## src/rtl/slurm_cpu_execute_hs.sv

```systemverilog
// SLURM CPU execute stage with valid/ready memory and port handshakes and upstream stall.
// Optional bus timeout is enabled by defining SLURM_EXEC_TIMEOUT_EN.
module slurm_cpu_execute_hs #(
   parameter int unsigned BITS           = 16,
   parameter int unsigned ADDRESS_BITS   = 16,
   parameter int unsigned TIMEOUT_CYCLES = 255
) (
   input  logic                    CLK,
   input  logic                    RSTb,
   input  logic                    ins_valid,
   input  logic [2:0]              op_class,
   input  logic [4:0]              op_alu,
   input  logic                    op_imm_b,
   input  logic                    op_write,
   input  logic [2:0]              op_cond,
   input  logic                    op_iret,
   input  logic                    op_ien,
   input  logic [3:0]              op_vector,
   input  logic                    Z,
   input  logic                    C,
   input  logic                    S,
   input  logic [BITS-1:0]         regA,
   input  logic [BITS-1:0]         regB,
   input  logic [BITS-1:0]         imm_reg,
   output logic [4:0]              aluOp,
   output logic [BITS-1:0]         aluA,
   output logic [BITS-1:0]         aluB,
   output logic                    load_pc,
   output logic [ADDRESS_BITS-1:0] new_pc,
   output logic                    int_set,
   output logic                    int_clear,
   output logic                    mem_valid,
   input  logic                    mem_ready,
   output logic                    mem_write,
   output logic [ADDRESS_BITS-1:0] mem_addr,
   output logic [BITS-1:0]         mem_wdata,
   input  logic [BITS-1:0]         mem_rdata,
   output logic                    io_valid,
   input  logic                    io_ready,
   output logic                    io_write,
   output logic [ADDRESS_BITS-1:0] io_addr,
   output logic [BITS-1:0]         io_wdata,
   input  logic [BITS-1:0]         io_rdata,
   output logic [BITS-1:0]         rdata,
   output logic                    rdata_valid,
   output logic                    stall,
   output logic                    bus_error
);

   localparam logic [2:0] OpNop    = 3'd0;
   localparam logic [2:0] OpAlu    = 3'd1;
   localparam logic [2:0] OpBranch = 3'd2;
   localparam logic [2:0] OpRet    = 3'd3;
   localparam logic [2:0] OpInt    = 3'd4;
   localparam logic [2:0] OpLdst   = 3'd5;
   localparam logic [2:0] OpIo     = 3'd6;
   localparam logic [2:0] OpIflag  = 3'd7;

   typedef enum logic [1:0] {StIdle, StMemWait, StIoWait} state_e;

   state_e                  state_q, state_d;
   logic [4:0]              alu_op_q, alu_op_d;
   logic [BITS-1:0]         alu_a_q, alu_a_d, alu_b_q, alu_b_d;
   logic                    load_pc_q, load_pc_d;
   logic [ADDRESS_BITS-1:0] new_pc_q, new_pc_d;
   logic                    int_set_q, int_set_d, int_clear_q, int_clear_d;
   logic                    mem_valid_q, mem_valid_d, mem_write_q, mem_write_d;
   logic [ADDRESS_BITS-1:0] mem_addr_q, mem_addr_d;
   logic [BITS-1:0]         mem_wdata_q, mem_wdata_d;
   logic                    io_valid_q, io_valid_d, io_write_q, io_write_d;
   logic [ADDRESS_BITS-1:0] io_addr_q, io_addr_d;
   logic [BITS-1:0]         io_wdata_q, io_wdata_d;
   logic [BITS-1:0]         rdata_q, rdata_d;
   logic                    rdata_valid_q, rdata_valid_d;

   logic [ADDRESS_BITS-1:0] bus_addr, branch_target;
   logic [BITS-1:0]         bus_wdata;
   logic                    cond_true;

`ifdef SLURM_EXEC_TIMEOUT_EN
   localparam int unsigned CntW = ($clog2(TIMEOUT_CYCLES + 1) > 8) ?
                                  $clog2(TIMEOUT_CYCLES + 1) : 8;
   logic [CntW-1:0] wait_cnt_q, wait_cnt_d;
   logic            timeout;
   logic            bus_error_q, bus_error_d;

   assign timeout = (wait_cnt_q == CntW'(TIMEOUT_CYCLES - 1));
`else
   logic unused_timeout;
   assign unused_timeout = ^TIMEOUT_CYCLES;
`endif

   // Both address adders wrap modulo 2^ADDRESS_BITS.
   assign bus_addr      = ADDRESS_BITS'(regB) + ADDRESS_BITS'(imm_reg);
   assign branch_target = ADDRESS_BITS'(regA) + ADDRESS_BITS'(imm_reg);
   assign bus_wdata     = op_write ? regA : '0;

   always_comb begin
      cond_true = 1'b0;
      case (op_cond)
         3'd0: cond_true = 1'b1;
         3'd1: cond_true = Z;
         3'd2: cond_true = !Z;
         3'd3: cond_true = C;
         3'd4: cond_true = !C;
         3'd5: cond_true = S;
         3'd6: cond_true = !S;
         3'd7: cond_true = 1'b0;
         default: cond_true = 1'b0;
      endcase
   end

   always_comb begin
      state_d       = state_q;
      alu_op_d      = '0;
      alu_a_d       = alu_a_q;
      alu_b_d       = alu_b_q;
      load_pc_d     = 1'b0;
      new_pc_d      = new_pc_q;
      int_set_d     = 1'b0;
      int_clear_d   = 1'b0;
      mem_valid_d   = mem_valid_q;
      mem_write_d   = mem_write_q;
      mem_addr_d    = mem_addr_q;
      mem_wdata_d   = mem_wdata_q;
      io_valid_d    = io_valid_q;
      io_write_d    = io_write_q;
      io_addr_d     = io_addr_q;
      io_wdata_d    = io_wdata_q;
      rdata_d       = rdata_q;
      rdata_valid_d = 1'b0;
`ifdef SLURM_EXEC_TIMEOUT_EN
      wait_cnt_d    = '0;
      bus_error_d   = 1'b0;
`endif

      unique case (state_q)
         StIdle: begin
            if (ins_valid) begin
               case (op_class)
                  OpAlu: begin
                     alu_op_d = op_alu;
                     alu_a_d  = regA;
                     alu_b_d  = op_imm_b ? imm_reg : regB;
                  end
                  OpBranch: begin
                     if (cond_true) begin
                        load_pc_d = 1'b1;
                        new_pc_d  = branch_target;
                     end
                  end
                  OpRet: begin
                     load_pc_d = 1'b1;
                     new_pc_d  = ADDRESS_BITS'(regA);
                     int_set_d = op_iret;
                  end
                  OpInt: begin
                     load_pc_d = 1'b1;
                     new_pc_d  = ADDRESS_BITS'({op_vector, 1'b0});
                  end
                  OpLdst: begin
                     mem_valid_d = 1'b1;
                     mem_write_d = op_write;
                     mem_addr_d  = bus_addr;
                     mem_wdata_d = bus_wdata;
                     state_d     = StMemWait;
                  end
                  OpIo: begin
                     io_valid_d = 1'b1;
                     io_write_d = op_write;
                     io_addr_d  = bus_addr;
                     io_wdata_d = bus_wdata;
                     state_d    = StIoWait;
                  end
                  OpIflag: begin
                     int_set_d   = op_ien;
                     int_clear_d = !op_ien;
                  end
                  OpNop:   ;
                  default: ;
               endcase
            end
         end
         StMemWait: begin
            if (mem_ready) begin
               mem_valid_d = 1'b0;
               state_d     = StIdle;
               if (!mem_write_q) begin
                  rdata_d       = mem_rdata;
                  rdata_valid_d = 1'b1;
               end
`ifdef SLURM_EXEC_TIMEOUT_EN
            end else if (timeout) begin
               mem_valid_d = 1'b0;
               bus_error_d = 1'b1;
               state_d     = StIdle;
            end else begin
               wait_cnt_d = wait_cnt_q + 1'b1;
`endif
            end
         end
         StIoWait: begin
            if (io_ready) begin
               io_valid_d = 1'b0;
               state_d    = StIdle;
               if (!io_write_q) begin
                  rdata_d       = io_rdata;
                  rdata_valid_d = 1'b1;
               end
`ifdef SLURM_EXEC_TIMEOUT_EN
            end else if (timeout) begin
               io_valid_d  = 1'b0;
               bus_error_d = 1'b1;
               state_d     = StIdle;
            end else begin
               wait_cnt_d = wait_cnt_q + 1'b1;
`endif
            end
         end
         default: state_d = StIdle;
      endcase
   end

   always_ff @(posedge CLK) begin
      if (!RSTb) begin
         state_q       <= StIdle;
         alu_op_q      <= '0;
         alu_a_q       <= '0;
         alu_b_q       <= '0;
         load_pc_q     <= 1'b0;
         new_pc_q      <= '0;
         int_set_q     <= 1'b0;
         int_clear_q   <= 1'b0;
         mem_valid_q   <= 1'b0;
         mem_write_q   <= 1'b0;
         mem_addr_q    <= '0;
         mem_wdata_q   <= '0;
         io_valid_q    <= 1'b0;
         io_write_q    <= 1'b0;
         io_addr_q     <= '0;
         io_wdata_q    <= '0;
         rdata_q       <= '0;
         rdata_valid_q <= 1'b0;
      end else begin
         state_q       <= state_d;
         alu_op_q      <= alu_op_d;
         alu_a_q       <= alu_a_d;
         alu_b_q       <= alu_b_d;
         load_pc_q     <= load_pc_d;
         new_pc_q      <= new_pc_d;
         int_set_q     <= int_set_d;
         int_clear_q   <= int_clear_d;
         mem_valid_q   <= mem_valid_d;
         mem_write_q   <= mem_write_d;
         mem_addr_q    <= mem_addr_d;
         mem_wdata_q   <= mem_wdata_d;
         io_valid_q    <= io_valid_d;
         io_write_q    <= io_write_d;
         io_addr_q     <= io_addr_d;
         io_wdata_q    <= io_wdata_d;
         rdata_q       <= rdata_d;
         rdata_valid_q <= rdata_valid_d;
      end
   end

`ifdef SLURM_EXEC_TIMEOUT_EN
   always_ff @(posedge CLK) begin
      if (!RSTb) begin
         wait_cnt_q  <= '0;
         bus_error_q <= 1'b0;
      end else begin
         wait_cnt_q  <= wait_cnt_d;
         bus_error_q <= bus_error_d;
      end
   end
   assign bus_error = bus_error_q;
`else
   assign bus_error = 1'b0;
`endif

   assign aluOp       = alu_op_q;
   assign aluA        = alu_a_q;
   assign aluB        = alu_b_q;
   assign load_pc     = load_pc_q;
   assign new_pc      = new_pc_q;
   assign int_set     = int_set_q;
   assign int_clear   = int_clear_q;
   assign mem_valid   = mem_valid_q;
   assign mem_write   = mem_write_q;
   assign mem_addr    = mem_addr_q;
   assign mem_wdata   = mem_wdata_q;
   assign io_valid    = io_valid_q;
   assign io_write    = io_write_q;
   assign io_addr     = io_addr_q;
   assign io_wdata    = io_wdata_q;
   assign rdata       = rdata_q;
   assign rdata_valid = rdata_valid_q;
   assign stall       = (state_q != StIdle);

endmodule

```

## config.mk

```make
export PLATFORM = sky130hd
export DESIGN_NAME = slurm_cpu_execute_hs
export DESIGN_NICKNAME = d
export VERILOG_FILES = /design/src/rtl/slurm_cpu_execute_hs.sv
export SDC_FILE = /design/constraint.sdc
export NUM_CORES = 1
export LEC_CHECK = 0
export ABC_AREA = 1
export CORE_MARGIN = 5
export CORE_UTILIZATION = 64
export DETAILED_ROUTE_END_ITERATION = 6
export DONT_BUFFER_PORTS = 1
export GPL_TIMING_DRIVEN = 1
export PLACE_DENSITY = 0.87
export RECOVER_POWER = 50
export REMOVE_ABC_BUFFERS = 1
export SKIP_CTS_REPAIR_TIMING = 1
export SYNTH_ARGS = -nofsm -noshare
export SYNTH_HDL_FRONTEND = slang
export SYNTH_SLANG_ARGS = --single-unit
```

## constraint.sdc

```tcl
create_clock -name CLK -period 2.05 [get_ports CLK]
set_input_delay 0 -clock CLK [delete_from_list [all_inputs] [get_ports CLK]]
set_output_delay 0 -clock CLK [all_outputs]
set_load 0.1 [all_outputs]
```

Word level (Yosys, flattened, before mapping). Index checks and enable logic that the tools add are counted.

Logic and storage cells: 99. Input bits: 107. Output and inout port bits: 143. Bits in registers: 143.

$add $sub $neg: 2. Equality and inequality tests: 25. Reduce and logical (&&, ||, !) cells: 23. Multiplexer cells: 31.

Operators by type and width (count): two-way mux 16 bit (7); one-hot mux 16 bit (3 select lines) (1); adder 16 bit (2); one-hot mux 16 bit (2 select lines) (1); == test 3 bit (second input constant) (8); AND reduction 4 bit (6); == test 3 x 2 -> 1 bit (second input constant) (4); inequality test 2 bit (second input constant) (6); AND reduction 3 bit (4); two-way mux 1 bit (11); one-hot mux 1 bit (2 select lines) (5); one-hot mux 1 bit (8 select lines) (1); nonzero test 2 bit (4); == test 3 x 1 -> 1 bit (second input constant) (2); two-way mux 2 bit (3); one-hot mux 2 bit (3 select lines) (1); AND reduction 5 bit (1); zero test 1 bit (4); inequality test 2 x 1 -> 1 bit (second input constant) (2); one-hot mux 2 bit (2 select lines) (1); zero test 3 bit (1); inequality test 3 x 1 -> 1 bit (second input constant) (1); nonzero test 3 bit (1); == test 2 x 1 -> 1 bit (second input constant) (1); 3 further kinds (3).

Depth between registers and ports, before layout. Gate-level depths: netlist of run 1.

Depth in word-level cells: 4. Mapped depth: 13.

Worst setup path before layout of run 1. No wires, ideal clock.

Kind: flip-flop to flip-flop. From: reg state_q[0]. To: reg state_q[0]. Setup time: 119 ps. Slack: 76 ps. Clock period less this slack: 1974 ps. Stages on the path, launching flop included: 9. Data required time: 1931 ps. Arrival time: 1854 ps. Buffers on the path: 0. Cell sequence: dfxtp_1 > inv_1 > ha_1 > inv_1 > o21ai_0 > nor2_1 > nand2_1 > o21ai_0 > a21oi_1.

Longest elaborated chain between the ends: 3. Elaborated cells on any way between the ends: 9. Classes of those cells: eq/ne (6); mux (1); reduce/logical (2).

Ends and longest elaborated chain: from (decl) (line 61) `state_e state_q, state_d;`; from (signal assigned) (line 226) `state_q <= StIdle;`; from (signal assigned) (line 245) `state_q <= state_d;`; == test 2 bit, or another cell as far along (line 137) `unique case (state_q)`; inequality test 2 bit (no source line) / inequality test 3 x 1 -> 1 bit (equally long branches); AND reduction 4 bit (no source line).

Several ways; a longest one is shown, not always the timed one. A chain may end at the register's enable or synchronous reset.

Worst setup path after layout of run 1.
From: reg state_q[1]. To: reg alu_b_q[3], in the netlist aluB[3].

Longest elaborated chain between the ends: 2.

Ends and longest elaborated chain: zero test 2 bit (line 137); AND reduction 3 bit (no source line); to (signal assigned) (line 248) `alu_b_q <= alu_b_d;`; to (decl) (line 63) `logic [BITS-1:0] alu_a_q, alu_a_d, alu_b_q, alu_b_d;`.

Every way passes these cells.

==> results of run 1 <==
==> worst register-to-register path: cells and delay by family, from the launching register on <==
kind,cells,cell delay [ns]
compound gates,2,0.62
buf+inv,4,0.53
simple gates,2,0.38
flops,1,0.37
fa+ha+maj,1,0.25
==> synthesized netlist by cell type, types with 4 or more instances <==
| library cell | n |
|---|---|
| sky130_fd_sc_hd__nand3_1 | 63 |
| sky130_fd_sc_hd__a31oi_1 | 16 |
| sky130_fd_sc_hd__a211oi_1 | 16 |
| sky130_fd_sc_hd__a21oi_1 | 101 |
| sky130_fd_sc_hd__nand4_1 | 8 |
| sky130_fd_sc_hd__nand2_1 | 242 |
| sky130_fd_sc_hd__inv_1 | 135 |
| sky130_fd_sc_hd__buf_2 | 23 |
| sky130_fd_sc_hd__ha_1 | 33 |
| sky130_fd_sc_hd__nand2_2 | 4 |
| sky130_fd_sc_hd__buf_4 | 4 |
| sky130_fd_sc_hd__o21ai_0 | 98 |
| sky130_fd_sc_hd__nor2_1 | 177 |
| sky130_fd_sc_hd__nand3b_1 | 6 |
| sky130_fd_sc_hd__clkbuf_1 | 20 |
| sky130_fd_sc_hd__dfxtp_1 | 143 |
| sky130_fd_sc_hd__a22oi_1 | 4 |
| sky130_fd_sc_hd__nor3_1 | 5 |
| sky130_fd_sc_hd__xor2_1 | 6 |
==> per-layer routing <==
metal	vias to the layer above	GRT usage (%)	share of wire, %
met5	-	0	0.041
met4	2	17.2	9.8
met3	407	12.4	15
met2	1072	54.3	44
met1	4326	39.2	31
li1	4117	-	-
==> registers in the layout, summed over array words and instances (netlist names), 2 cells and up <==
signal	count
state_q	2
new_pc	16
mem_wdata	16
io_addr	16
aluA	16
aluOp	5
mem_addr	16
aluB	16
io_wdata	16
rdata	16
==> stage by stage <==
step	std cells	total power [mW]
2_1_floorplan	1080	5.14
3_3_place_gp	1378	5.63
3_5_place_dp	1378	5.67
4_1_cts	1410	9.06
5_1_grt	1515	9.71
6_report	1519	9.45
==> where the power goes <==
group	internal, mW	leakage [nW]	switching [mW]	total [mW]
registers	2.95	1.16	0.0776	3.03
clock network	2.19	0.320	1.31	3.50
logic	0.609	3.20	2.31	2.92
==> cell families (layout without fill, tap and decap cells) <==
group / after synthesis / in the layout / synth area share (%)
buffers and inverters: 190 / 431 / 10.1
XOR/XNOR: 8 / 8 / 0.929
adder cells (fa/ha/maj): 35 / 35 / 6.00
other: 1 / 5 / 0.0497
flip-flops: 143 / 143 / 37.9
AND/OR/NAND/NOR: 515 / 515 / 28.0
AO/OA/AOI/OAI: 239 / 239 / 16.9
==> cell type report <==
class | instances | share of cell area [%]
multi-input cells | 798 | 39.7
flip-flops and latches | 143 | 29.0
repair buffers | 260 | 17.5
inverters | 139 | 5.28
clock buffers | 18 | 4.44
clock inverters | 14 | 2.15
well taps | 143 | 1.81
diodes | 4 | 0.101
==> final timing paths <==
kind | startpoint | endpoint | slack (ns)
worst min register to register | io_wdata[4] | io_wdata[4] | 0.49
worst min-delay path | regA[2] | new_pc[2] | -0.06
worst max-delay path | state_q[1] | aluB[3] | -0.26
worst max register to register | state_q[1] | aluB[3] | -0.26
==> impl_results.html, run 1 <==
<table>
<tr><th>Metric</th><th>Value</th></tr>
<tr><th colspan="2">Floorplanning</th></tr>
<tr><td>Width of the die</td><td>around 120 um</td></tr>
<tr><td>I/O pin count</td><td>250</td></tr>
<tr><td>Number of standard-cell rows in the floorplan</td><td>39</td></tr>
<tr><td>Chip Height</td><td>119 um</td></tr>
<tr><td>CORE AREA</td><td>11500 um2</td></tr>
<tr><td>Starting utilization of the core area</td><td>65.8%</td></tr>
<tr><td>Die ar.</td><td>14100 um2</td></tr>
<tr><th colspan="2">Global route</th></tr>
<tr><td>First-pass GRT wire length</td><td>38700 um</td></tr>
<tr><td>Number of antenna violations at the first check in global routing</td><td>1</td></tr>
<tr><td>All-layer global routing usage</td><td>33.7%</td></tr>
<tr><td>Largest net degree at the start of global routing</td><td>92</td></tr>
<tr><td>Total global routing overflow</td><td>0</td></tr>
<tr><td>Number of global-route vias before repair</td><td>around 7800</td></tr>
<tr><th colspan="2">Worst setup path</th></tr>
<tr><td>Cells along the critical path</td><td>inv_1, ha_1, nand2_2, inv_1, nand3_2, clkinv_1, buf_8, o21ai_0, a21oi_1</td></tr>
<tr><td>Total number of cells along the worst setup path</td><td>9</td></tr>
<tr><td>Sort of element at the start of the critical path</td><td>register</td></tr>
<tr><td>Slowest stage cell, crit path</td><td>sky130_fd_sc_hd__o21ai_0</td></tr>
<tr><td>Library cell appearing most often on the critical path</td><td>sky130_fd_sc_hd__inv_1</td></tr>
<tr><td>Required arrival time at the worst endpoint</td><td>2.34 ns</td></tr>
<tr><td>Worst Path Arrival</td><td>approximately 2.6 ns</td></tr>
<tr><td>Worst Path Buf+Inv</td><td>4</td></tr>
<tr><td>Worst setup path class</td><td>reg2reg</td></tr>
<tr><td>Largest delay contributor family on the critical path</td><td>compound AO/OA/AOI/OAI gates</td></tr>
<tr><td>Biggest fanout along the worst timing path</td><td>40</td></tr>
<tr><td>Largest stage delay on the critical path</td><td>around 0.50 ns</td></tr>
<tr><td>Setup crit end kind</td><td>register</td></tr>
<tr><td>R2r worst-path depth</td><td>9</td></tr>
<tr><th colspan="2">Placed design</th></tr>
<tr><td>Gpl congestion</td><td>0.944</td></tr>
<tr><td>Buffers added on ports</td><td>0</td></tr>
<tr><td>Worst setup slack after placement</td><td>0.0834 ns</td></tr>
<tr><td>Half-perimeter wire length after detailed placement</td><td>between 15000 and 20000 um</td></tr>
<tr><td>Cell Area, Placed</td><td>8670 um2</td></tr>
<tr><th colspan="2">Routing</th></tr>
<tr><td>Detailed router's first-iteration violation count</td><td>between 1500 and 2000</td></tr>
<tr><td>Pre-Repair DR Iteration Count</td><td>7</td></tr>
<tr><td>Detailed-route wire length per cell</td><td>roughly 22 um</td></tr>
<tr><td>Via count normalized by instance count</td><td>6.53</td></tr>
<tr><td>Total number of vias</td><td>9924</td></tr>
<tr><td>Detailed-route wire length</td><td>~34000 um</td></tr>
<tr><td>Number of nets still failing antenna checks after routing</td><td>0</td></tr>
<tr><td>Number of design rule violations left after detail routing</td><td>0</td></tr>
<tr><th colspan="2">CTS</th></tr>
<tr><td>Clock transition at the registers of the reported paths</td><td>0.07 ns</td></tr>
<tr><td>Clk buf depth</td><td>2</td></tr>
<tr><td>Clock Root Buffer</td><td>sky130_fd_sc_hd__clkbuf_16</td></tr>
<tr><td>Clk_lat worst skew</td><td>0.44 ns</td></tr>
<tr><td>Num CTS Buffers</td><td>17</td></tr>
<tr><td>H-tree depth</td><td>4</td></tr>
<tr><td>CTS tree</td><td>done</td></tr>
<tr><td>Clock Sink Count</td><td>~140</td></tr>
<tr><th colspan="2">Synthesis</th></tr>
<tr><td>Post-synth EDFFs</td><td>0</td></tr>
<tr><td>Synth async-reset ratio</td><td>0%</td></tr>
<tr><td>Prevailing post-synth register cell</td><td>sky130_fd_sc_hd__dfxtp_1</td></tr>
<tr><td>Number of instances in the synthesized netlist</td><td>1131</td></tr>
<tr><td>Sequential-to-total area share from yosys stat</td><td>a little under two fifths</td></tr>
<tr><td>Top post-synthesis cells by area</td><td>sky130_fd_sc_hd__dfxtp_1, sky130_fd_sc_hd__nand2_1, sky130_fd_sc_hd__nor2_1</td></tr>
<tr><td>Syn avg cell area</td><td>~6.7 um2</td></tr>
<tr><td>Count of state elements after synthesis</td><td>roughly 140</td></tr>
<tr><td>Area share of the leading cell type in the synthesized netlist</td><td>37.9%</td></tr>
<tr><td>Cell Area, Synth</td><td>7540 um2</td></tr>
<tr><td>Post-synth top area cell</td><td>sky130_fd_sc_hd__dfxtp_1</td></tr>
<tr><td>Library cells used by synthesis</td><td>33</td></tr>
<tr><td>Count of yosys warnings during synthesis</td><td>0</td></tr>
<tr><th colspan="2">Timing</th></tr>
<tr><td>Number of hold violations in the final report</td><td>6</td></tr>
<tr><td>Tightest slew margin relative to the limit</td><td>11.8%</td></tr>
<tr><td>Worst hold-check slack</td><td>-0.0605 ns</td></tr>
<tr><td>Largest clock skew in the final design</td><td>0.00976 ns</td></tr>
<tr><td>Crit share post-route</td><td>113%</td></tr>
<tr><td>Slew at the pin closest to its max-slew limit</td><td>1.32 ns</td></tr>
<tr><td>Clock period minus worst slack</td><td>2.31 ns</td></tr>
<tr><td>Final count of pins violating max slew</td><td>0</td></tr>
<tr><td>Post-Route Setup TNS</td><td>-0.542 ns</td></tr>
<tr><td>Max Freq</td><td>roughly 430 MHz</td></tr>
<tr><td>Count of endpoints failing setup in the final report</td><td>7</td></tr>
<tr><td>Final Worst Setup Slack</td><td>-0.262 ns</td></tr>
<tr><th colspan="2">Worst hold path</th></tr>
<tr><td>Instance count along the most critical hold path</td><td>6</td></tr>
<tr><td>Type of the tightest min-delay check</td><td>in2reg</td></tr>
<tr><th colspan="2">Power and ir drop</th></tr>
<tr><td>Leakage power figure</td><td>about 4.7 nW</td></tr>
<tr><td>Areal power density over the cells</td><td>around 960 nW/um2</td></tr>
<tr><td>Maximum ir drop on the vdd rail</td><td>slightly below 0.8 mV</td></tr>
<tr><th colspan="2">Cells and area</th></tr>
<tr><td>Final instance area</td><td>9890 um2</td></tr>
<tr><td>Area taken by flip-flops and latches</td><td>2860 um2</td></tr>
<tr><td>Most frequent standard cell in the layout excluding fill and tap cells</td><td>sky130_fd_sc_hd__nand2_1</td></tr>
<tr><td>Number of nets in the finished design</td><td>1501</td></tr>
<tr><td>FILL cells</td><td>721</td></tr>
<tr><td>Final standard cell utilization of the core</td><td>~86%</td></tr>
<tr><td>Most frequent cells in the layout</td><td>sky130_fd_sc_hd__nand2_1, sky130_fd_sc_hd__nor2_1, sky130_fd_sc_hd__dfxtp_1, sky130_fd_sc_hd__clkbuf_1, sky130_fd_sc_hd__inv_1</td></tr>
<tr><td>Synth-to-Final Area Change</td><td>31.1%</td></tr>
<tr><td>Layout cell share with drive strength beyond 1</td><td>4.66%</td></tr>
<tr><td>Area of combinational cells with multiple inputs</td><td>3930 um2</td></tr>
<tr><th colspan="2">Run status</th></tr>
<tr><td>Status</td><td>finished, violations left</td></tr>
<tr><td>Violations in the final reports</td><td>negative hold slack, negative setup slack</td></tr>
<tr><th colspan="2">Flow run</th></tr>
<tr><td>Count of max-cap constraint violations</td><td>0</td></tr>
</table>
(Power assumes the default switching activity.)
==> run 2, diff against run 1 <==
==> constraint.sdc (replaced) <==
create_clock -name CLK -period 2.05 [get_ports CLK]
set_input_delay 0 -clock CLK [delete_from_list [all_inputs] [get_ports CLK]]
set_output_delay 0 -clock CLK [all_outputs]
set_load 0.005 [all_outputs]
==> impl_results.html, run 2 (same netlist as run 1, synthesis figures left out) <==
<table>
<tr><th>Metric</th><th>Value</th></tr>
<tr><th colspan="2">Run status</th></tr>
<tr><td>Status</td><td>finished, violations left</td></tr>
<tr><td>Violations in the final reports</td><td>negative hold slack</td></tr>
<tr><th colspan="2">Worst hold path</th></tr>
<tr><td>Instance count along the most critical hold path</td><td>5 (-1)</td></tr>
<tr><td>Type of the tightest min-delay check</td><td>in2reg</td></tr>
<tr><td>Beginning of the worst hold path</td><td>op_class[2]</td></tr>
<tr><td>Endpoint, Worst Hold</td><td>new_pc[6]</td></tr>
<tr><th colspan="2">Worst setup path</th></tr>
<tr><td>Sort of element at the start of the critical path</td><td>register</td></tr>
<tr><td>Setup crit end kind</td><td>register</td></tr>
<tr><td>Largest stage delay on the critical path</td><td>0.35 ns (-0.15 ns)</td></tr>
<tr><td>Biggest fanout along the worst timing path</td><td>32 (-20%)</td></tr>
<tr><td>Library cell appearing most often on the critical path</td><td>sky130_fd_sc_hd__inv_1</td></tr>
<tr><td>Slowest stage cell, crit path</td><td>sky130_fd_sc_hd__dfxtp_1</td></tr>
<tr><td>Total number of cells along the worst setup path</td><td>9 (unchanged)</td></tr>
<tr><td>Worst Path Arrival</td><td>2.31 ns (-0.29 ns)</td></tr>
<tr><td>Worst Path Buf+Inv</td><td>4 (unchanged)</td></tr>
<tr><td>R2r worst-path depth</td><td>9 (unchanged)</td></tr>
<tr><td>Cells along the critical path</td><td>inv_1, ha_1, nand2_4, inv_1, nand3_2, clkinv_1, buf_8, o21ai_0, a21oi_1</td></tr>
<tr><td>Largest delay contributor family on the critical path</td><td>buffers and inverters</td></tr>
<tr><td>Endpoint of the worst-slack reg-to-reg timing path</td><td>aluB[1]</td></tr>
<tr><td>Required arrival time at the worst endpoint</td><td>2.34 ns (about the same)</td></tr>
<tr><td>Register-to-register setup slack</td><td>0.03 ns (+0.30 ns)</td></tr>
<tr><td>Reg2reg start</td><td>state_q[1]</td></tr>
<tr><td>Worst setup path class</td><td>reg2reg</td></tr>
<tr><th colspan="2">CTS</th></tr>
<tr><td>H-tree depth</td><td>4 (unchanged)</td></tr>
<tr><td>Clock Sink Count</td><td>143 (unchanged)</td></tr>
<tr><td>Clock Root Buffer</td><td>sky130_fd_sc_hd__clkbuf_16</td></tr>
<tr><td>Clk buf depth</td><td>2 (unchanged)</td></tr>
<tr><td>CTS tree</td><td>done</td></tr>
<tr><td>Clk_lat worst skew</td><td>0.42 ns (-0.02 ns)</td></tr>
<tr><td>Num CTS Buffers</td><td>17 (unchanged)</td></tr>
<tr><td>Clock transition at the registers of the reported paths</td><td>0.06 ns (about the same)</td></tr>
<tr><th colspan="2">Global route</th></tr>
<tr><td>Number of global-route vias before repair</td><td>6685 (-14%)</td></tr>
<tr><td>Total global routing overflow</td><td>0 (unchanged)</td></tr>
<tr><td>First-pass GRT wire length</td><td>34400 um (-11%)</td></tr>
<tr><td>All-layer global routing usage</td><td>29.9% (-3.8 points)</td></tr>
<tr><td>Number of antenna violations at the first check in global routing</td><td>0 (-1)</td></tr>
<tr><td>Largest net degree at the start of global routing</td><td>92 (unchanged)</td></tr>
<tr><th colspan="2">Timing</th></tr>
<tr><td>Count of endpoints failing setup in the final report</td><td>0 (-7)</td></tr>
<tr><td>Max Freq</td><td>496 MHz (+15%)</td></tr>
<tr><td>Largest clock skew in the final design</td><td>0.00538 ns (-0.00438 ns)</td></tr>
<tr><td>Worst hold-check slack</td><td>-0.0338 ns (+0.0267 ns)</td></tr>
<tr><td>Crit share post-route</td><td>98.4% (-14 points)</td></tr>
<tr><td>Number of hold violations in the final report</td><td>33 (+27)</td></tr>
<tr><td>Post-Route Setup TNS</td><td>0 ns (+0.542 ns)</td></tr>
<tr><td>Final Worst Setup Slack</td><td>0.0332 ns (+0.295 ns)</td></tr>
<tr><td>Tightest slew margin relative to the limit</td><td>40.1% (+28 points)</td></tr>
<tr><td>Clock period minus worst slack</td><td>2.02 ns (-0.295 ns)</td></tr>
<tr><td>Slew at the pin closest to its max-slew limit</td><td>0.896 ns (-0.427 ns)</td></tr>
<tr><td>Final count of pins violating max slew</td><td>0 (unchanged)</td></tr>
<tr><th colspan="2">Floorplanning</th></tr>
<tr><td>CORE AREA</td><td>11500 um2 (unchanged)</td></tr>
<tr><td>Number of standard-cell rows in the floorplan</td><td>39 (unchanged)</td></tr>
<tr><td>Width of the die</td><td>119 um (unchanged)</td></tr>
<tr><td>Die ar.</td><td>14100 um2 (unchanged)</td></tr>
<tr><td>Chip Height</td><td>119 um (unchanged)</td></tr>
<tr><td>Starting utilization of the core area</td><td>65.8% (unchanged)</td></tr>
<tr><td>I/O pin count</td><td>250 (unchanged)</td></tr>
<tr><th colspan="2">Cells and area</th></tr>
<tr><td>Most frequent standard cell in the layout excluding fill and tap cells</td><td>sky130_fd_sc_hd__nand2_1</td></tr>
<tr><td>Number of nets in the finished design</td><td>1358 (-9.5%)</td></tr>
<tr><td>Synth-to-Final Area Change</td><td>22.7%</td></tr>
<tr><td>Most frequent cells in the layout</td><td>sky130_fd_sc_hd__nand2_1, sky130_fd_sc_hd__nor2_1, sky130_fd_sc_hd__dfxtp_1, sky130_fd_sc_hd__inv_1, sky130_fd_sc_hd__dlygate4sd3_1</td></tr>
<tr><td>Non-filler instance count after layout</td><td>1373 (-9.6%)</td></tr>
<tr><td>Final instance area</td><td>9260 um2 (-6.4%)</td></tr>
<tr><td>FILL cells</td><td>748 (+3.7%)</td></tr>
<tr><td>Layout cell share with drive strength beyond 1</td><td>4.72% (+0.055 points)</td></tr>
<tr><td>Area of combinational cells with multiple inputs</td><td>3930 um2 (+0.13%)</td></tr>
<tr><td>Final standard cell utilization of the core</td><td>80.7% (-5.5 points)</td></tr>
<tr><td>Area taken by flip-flops and latches</td><td>2860 um2 (unchanged)</td></tr>
<tr><th colspan="2">Placed design</th></tr>
<tr><td>Dpl cells</td><td>1236 (-10%)</td></tr>
<tr><td>Cell Area, Placed</td><td>7600 um2 (-12%)</td></tr>
<tr><td>Buffers added on ports</td><td>0 (unchanged)</td></tr>
<tr><td>Gpl congestion</td><td>0.939 (-0.56%)</td></tr>
<tr><td>Worst setup slack after placement</td><td>0.0836 ns (+0.000197 ns)</td></tr>
<tr><td>Half-perimeter wire length after detailed placement</td><td>16200 um (-7.5%)</td></tr>
<tr><th colspan="2">Power and ir drop</th></tr>
<tr><td>Areal power density over the cells</td><td>809 nW/um2 (-15%)</td></tr>
<tr><td>Leakage power figure</td><td>4.46 nW (-4.7%)</td></tr>
<tr><td>Final Total Pwr</td><td>7.49 mW (-21%)</td></tr>
<tr><td>Maximum ir drop on the vdd rail</td><td>0.886 mV (+12%)</td></tr>
<tr><th colspan="2">Routing</th></tr>
<tr><td>Pre-Repair DR Iteration Count</td><td>7 (unchanged)</td></tr>
<tr><td>Via count normalized by instance count</td><td>5.92 (-9.4%)</td></tr>
<tr><td>Detailed-route wire length</td><td>25900 um (-24%)</td></tr>
<tr><td>Detailed router's first-iteration violation count</td><td>916 (-41%)</td></tr>
<tr><td>Total number of vias</td><td>8124 (-18%)</td></tr>
<tr><td>Detailed-route wire length per cell</td><td>18.9 um (-16%)</td></tr>
<tr><td>Number of nets still failing antenna checks after routing</td><td>0 (unchanged)</td></tr>
<tr><td>Number of design rule violations left after detail routing</td><td>0 (unchanged)</td></tr>
<tr><th colspan="2">Flow run</th></tr>
<tr><td>Count of max-cap constraint violations</td><td>0 (unchanged)</td></tr>
</table>
-- run 2: cell count changes in the layout (fill, tap and decap cells not counted) --
cell                         delta
sky130_fd_sc_hd__buf_12         -1
sky130_fd_sc_hd__buf_4          -2
sky130_fd_sc_hd__buf_6          +1
sky130_fd_sc_hd__bufinv_16      -3
sky130_fd_sc_hd__clkbuf_1     -137
sky130_fd_sc_hd__clkbuf_2       -1
sky130_fd_sc_hd__clkbuf_8       +1
sky130_fd_sc_hd__clkinvlp_4     +1
sky130_fd_sc_hd__diode_2        -3
sky130_fd_sc_hd__inv_6          -2
sky130_fd_sc_hd__nand2_2        -1
sky130_fd_sc_hd__nand2_4        +1
sky130_fd_sc_hd__o21ai_0        +1
sky130_fd_sc_hd__o21ai_1        -1
-- run 2: how the worst max path moves through the flow --
stage | from | to | slack (ns)
finish | state_q[1] | aluB[1] | 0.03
global route | state_q[0] | aluB[1] | -0.11
CTS | state_q[0] | aluB[0] | 0.04
detailed placement | state_q[1] | aluB[3] | 0.08
global placement | state_q[0] | aluB[4] | 0.19
floorplan | state_q[0] | io_valid | -0.45
-- run 2: layout make-up --
cell class	count	share of cell area, %
clock inverter	10	1.22
sequential	143	30.9
inverter	139	5.64
antenna	1	0.0270
timing repair buffer	117	12.7
multi-input combinational	798	42.5
clock buffer	22	5.01
tap	143	1.93
-- run 2: report_power, final --
part / switching (mW) / leakage (nW) / total [mW] / internal (mW)
Clock: 1.17 / 0.280 / 3.02 / 1.85
Sequential: 0.149 / 1.16 / 3.10 / 2.95
Combinational: 0.832 / 3.02 / 1.37 / 0.537
-- run 2: worst register-to-register path, delay by kind of cell, from the launching register on --
kind            cells  cell delay [ns]
compound gates      2             0.43
fa+ha+maj           1             0.25
buf+inv             4             0.54
flops               1             0.35
simple gates        2             0.31
-- run 2: per-layer routing --
metal / wire (um) / global-route usage [%]
met5: 0 / 0
met1: 9280 / 35.5
met4: 1390 / 13.3
met2: 12000 / 48.3
met3: 3200 / 11.1
==> run 3, diff against run 2 <==
--- a/config.mk
+++ b/config.mk
@@ -11,6 +11,7 @@
 export DETAILED_ROUTE_END_ITERATION = 6
 export DONT_BUFFER_PORTS = 1
 export GPL_TIMING_DRIVEN = 1
+export HOLD_SLACK_MARGIN = 0.02
 export PLACE_DENSITY = 0.87
 export RECOVER_POWER = 50
 export REMOVE_ABC_BUFFERS = 1
==> impl_results.html, run 3 (same netlist as run 1, synthesis figures left out) <==
<table>
<tr><th>Metric</th><th>Value</th></tr>
<tr><th colspan="2">Global route</th></tr>
<tr><td>First-pass GRT wire length</td><td>34400 um (unchanged)</td></tr>
<tr><td>All-layer global routing usage</td><td>29.9% (unchanged)</td></tr>
<tr><td>Total global routing overflow</td><td>0 (unchanged)</td></tr>
<tr><td>Number of antenna violations at the first check in global routing</td><td>1 (+1)</td></tr>
<tr><td>Largest net degree at the start of global routing</td><td>92 (unchanged)</td></tr>
<tr><td>Number of global-route vias before repair</td><td>6685 (unchanged)</td></tr>
<tr><th colspan="2">Worst setup path</th></tr>
<tr><td>Library cell appearing most often on the critical path</td><td>sky130_fd_sc_hd__dlygate4sd3_1</td></tr>
<tr><td>Largest stage delay on the critical path</td><td>1.08 ns (+0.73 ns)</td></tr>
<tr><td>Worst Path Arrival</td><td>2.48 ns (+0.17 ns)</td></tr>
<tr><td>Slowest stage cell, crit path</td><td>sky130_fd_sc_hd__dlygate4sd3_1</td></tr>
<tr><td>Biggest fanout along the worst timing path</td><td>78 (+140%)</td></tr>
<tr><td>Crit path launch</td><td>RSTb</td></tr>
<tr><td>Worst setup path class</td><td>in2reg</td></tr>
<tr><td>Setup crit end kind</td><td>register</td></tr>
<tr><td>Cells along the critical path</td><td>dlygate4sd3_1, buf_16, dlygate4sd3_1, o21ai_0, a21oi_1</td></tr>
<tr><td>Required arrival time at the worst endpoint</td><td>2.39 ns (+0.05 ns)</td></tr>
<tr><td>Worst Path Buf+Inv</td><td>3 (-1)</td></tr>
<tr><td>Sort of element at the start of the critical path</td><td>input port</td></tr>
<tr><td>Reg2reg start</td><td>state_q[1]</td></tr>
<tr><td>Largest delay contributor family on the critical path</td><td>buffers and inverters</td></tr>
<tr><th colspan="2">Power and ir drop</th></tr>
<tr><td>Leakage power figure</td><td>4.47 nW (+0.23%)</td></tr>
<tr><td>Clock Power Share</td><td>40.3% (about the same)</td></tr>
<tr><td>Internal power</td><td>5.34 mW (about the same)</td></tr>
<tr><td>Net switching power of the design</td><td>2.17 mW (+0.69%)</td></tr>
<tr><td>Maximum ir drop on the vdd rail</td><td>0.883 mV (-0.39%)</td></tr>
<tr><td>Sequential Power Share</td><td>41.3% (about the same)</td></tr>
<tr><td>Switch share</td><td>28.9% (+0.13 points)</td></tr>
<tr><td>Combinational group share of total power</td><td>18.4% (about the same)</td></tr>
<tr><td>Final Total Pwr</td><td>7.51 mW (+0.23%)</td></tr>
<tr><td>Areal power density over the cells</td><td>809 nW/um2 (about the same)</td></tr>
<tr><th colspan="2">Routing</th></tr>
<tr><td>Detailed-route wire length</td><td>26400 um (+1.9%)</td></tr>
<tr><td>Number of design rule violations left after detail routing</td><td>0 (unchanged)</td></tr>
<tr><td>Detailed router's first-iteration violation count</td><td>869 (-5.1%)</td></tr>
<tr><td>Number of nets still failing antenna checks after routing</td><td>0 (unchanged)</td></tr>
<tr><td>Detailed-route wire length per cell</td><td>19.2 um (+1.8%)</td></tr>
<tr><td>Via count normalized by instance count</td><td>5.90 (-0.35%)</td></tr>
<tr><td>Total number of vias</td><td>8107 (-0.21%)</td></tr>
<tr><td>Pre-Repair DR Iteration Count</td><td>6 (-1)</td></tr>
<tr><th colspan="2">Cells and area</th></tr>
<tr><td>Number of nets in the finished design</td><td>1360 (+0.15%)</td></tr>
<tr><td>Final instance area</td><td>9280 um2 (+0.22%)</td></tr>
<tr><td>Most frequent standard cell in the layout excluding fill and tap cells</td><td>sky130_fd_sc_hd__nand2_1</td></tr>
<tr><td>Layout cell share with drive strength beyond 1</td><td>4.71% (-0.0077 points)</td></tr>
<tr><td>Most frequent cells in the layout</td><td>sky130_fd_sc_hd__nand2_1, sky130_fd_sc_hd__nor2_1, sky130_fd_sc_hd__dfxtp_1, sky130_fd_sc_hd__inv_1, sky130_fd_sc_hd__dlygate4sd3_1</td></tr>
<tr><td>Synth-to-Final Area Change</td><td>23.0%</td></tr>
<tr><td>FILL cells</td><td>749 (+0.13%)</td></tr>
<tr><th colspan="2">Placed design</th></tr>
<tr><td>Cell Area, Placed</td><td>7600 um2 (unchanged)</td></tr>
<tr><td>Gpl congestion</td><td>0.939 (unchanged)</td></tr>
<tr><td>Half-perimeter wire length after detailed placement</td><td>16200 um (unchanged)</td></tr>
<tr><td>Buffers added on ports</td><td>0 (unchanged)</td></tr>
<tr><th colspan="2">CTS</th></tr>
<tr><td>Clk_lat worst skew</td><td>0.43 ns (about the same)</td></tr>
<tr><td>Clock Root Buffer</td><td>sky130_fd_sc_hd__clkbuf_16</td></tr>
<tr><td>Clock transition at the registers of the reported paths</td><td>0.06 ns (about the same)</td></tr>
<tr><td>Num CTS Buffers</td><td>17 (unchanged)</td></tr>
<tr><td>CTS tree</td><td>done</td></tr>
<tr><td>H-tree depth</td><td>4 (unchanged)</td></tr>
<tr><td>Clock Sink Count</td><td>143 (unchanged)</td></tr>
<tr><td>Clk buf depth</td><td>2 (unchanged)</td></tr>
<tr><th colspan="2">Run status</th></tr>
<tr><td>Status</td><td>finished, violations left</td></tr>
<tr><td>Violations in the final reports</td><td>negative hold slack, negative setup slack</td></tr>
<tr><th colspan="2">Floorplanning</th></tr>
<tr><td>I/O pin count</td><td>250 (unchanged)</td></tr>
<tr><td>Die ar.</td><td>14100 um2 (unchanged)</td></tr>
<tr><td>Width of the die</td><td>119 um (unchanged)</td></tr>
<tr><td>Chip Height</td><td>119 um (unchanged)</td></tr>
<tr><td>Number of standard-cell rows in the floorplan</td><td>39 (unchanged)</td></tr>
<tr><td>Starting utilization of the core area</td><td>65.8% (unchanged)</td></tr>
<tr><td>CORE AREA</td><td>11500 um2 (unchanged)</td></tr>
<tr><th colspan="2">Timing</th></tr>
<tr><td>Final count of pins violating max slew</td><td>0 (unchanged)</td></tr>
<tr><td>Largest clock skew in the final design</td><td>0.00781 ns (+0.00243 ns)</td></tr>
<tr><td>Max Freq</td><td>469 MHz (-5.4%)</td></tr>
<tr><td>Tightest slew margin relative to the limit</td><td>35.3% (-4.8 points)</td></tr>
<tr><td>Count of endpoints failing setup in the final report</td><td>3 (+3)</td></tr>
<tr><td>Crit share post-route</td><td>104% (+5.6 points)</td></tr>
<tr><td>Clock period minus worst slack</td><td>2.13 ns (+0.115 ns)</td></tr>
<tr><td>Number of hold violations in the final report</td><td>2 (-94%)</td></tr>
<tr><td>Final Worst Setup Slack</td><td>-0.0821 ns (-0.115 ns)</td></tr>
<tr><td>Slew at the pin closest to its max-slew limit</td><td>0.967 ns (+0.0712 ns)</td></tr>
<tr><td>Worst hold-check slack</td><td>-0.00649 ns (+0.0273 ns)</td></tr>
<tr><th colspan="2">Flow run</th></tr>
<tr><td>Count of max-cap constraint violations</td><td>0 (unchanged)</td></tr>
<tr><th colspan="2">Worst hold path</th></tr>
<tr><td>Beginning of the worst hold path</td><td>op_class[2]</td></tr>
<tr><td>Type of the tightest min-delay check</td><td>in2reg</td></tr>
</table>
==> run 3: power by group through the flow <==
stage	logic (mW)	registers (mW)	clock network, mW
4_1_cts	1.07	3.10	3.02
2_1_floorplan	0.830	3.10	0
3_5_place_dp	1.06	3.15	0
5_1_grt	1.53	3.12	3.16
6_report	1.38	3.10	3.02
3_3_place_gp	1.03	3.15	0
==> run 3: worst register-to-register path, stage by stage, from the launching register on <==
cell and delay, ns:
sky130_fd_sc_hd__dfxtp_1 0.36, sky130_fd_sc_hd__inv_1 0.08, sky130_fd_sc_hd__ha_1 0.25, sky130_fd_sc_hd__nand2_4 0.14, sky130_fd_sc_hd__inv_1 0.10, sky130_fd_sc_hd__nand3_2 0.18
sky130_fd_sc_hd__clkinv_1 0.15, sky130_fd_sc_hd__buf_8 0.20, sky130_fd_sc_hd__o21ai_0 0.28, sky130_fd_sc_hd__a21oi_1 0.07
==> run 3: layout make-up <==
cell class                      instances  area, um2  share of cell area [%]
Timing Repair Buffer                  119       1200                    12.9
Clock buffer                           22        464                    5.00
Tap cell                              143        179                    1.93
Clock inverter                         10        113                    1.21
Inverter                              139        522                    5.62
Multi-Input combinational cell        798       3930                    42.4
Sequential cell                       143       2860                    30.9
Antenna cell                            1       2.50                  0.0270
==> run 3: path summary, 6_finish.rpt <==
| kind | to | slack [ns] | cells after the start |
|---|---|---|---|
| setup / recovery | aluB[1] | -0.08 | 5 |
| hold / removal | new_pc[7] | -0.006 | 5 |
| setup reg to reg | aluB[6] | 0.11 | 9 |
| hold reg to reg | new_pc[0] | 0.49 | 2 |
==> run 3: routing by layer <==
metal  share of wire (%)  GRT usage [%]
met5                   0              0
met2                  46           48.3
met4                 5.9           13.3
met3                  12           11.1
met1                  36           35.5
==> run 3: stage by stage <==
stage	hold WS [ns]	cells	TNS [ns]	util (%)	worst slack [ns]
2_1_floorplan	0.0718	1080	-19.22	-	-0.450
3_3_place_gp	0.0761	1236	0	66.3	0.192
3_5_place_dp	0.0777	1236	0	66.3	0.0836
4_1_cts	-0.364	1268	0	71.3	0.0415
5_1_grt	0.0396	1375	-0.172	80.9	-0.123
6_report	-0.00649	1375	-0.0919	80.9	-0.0821
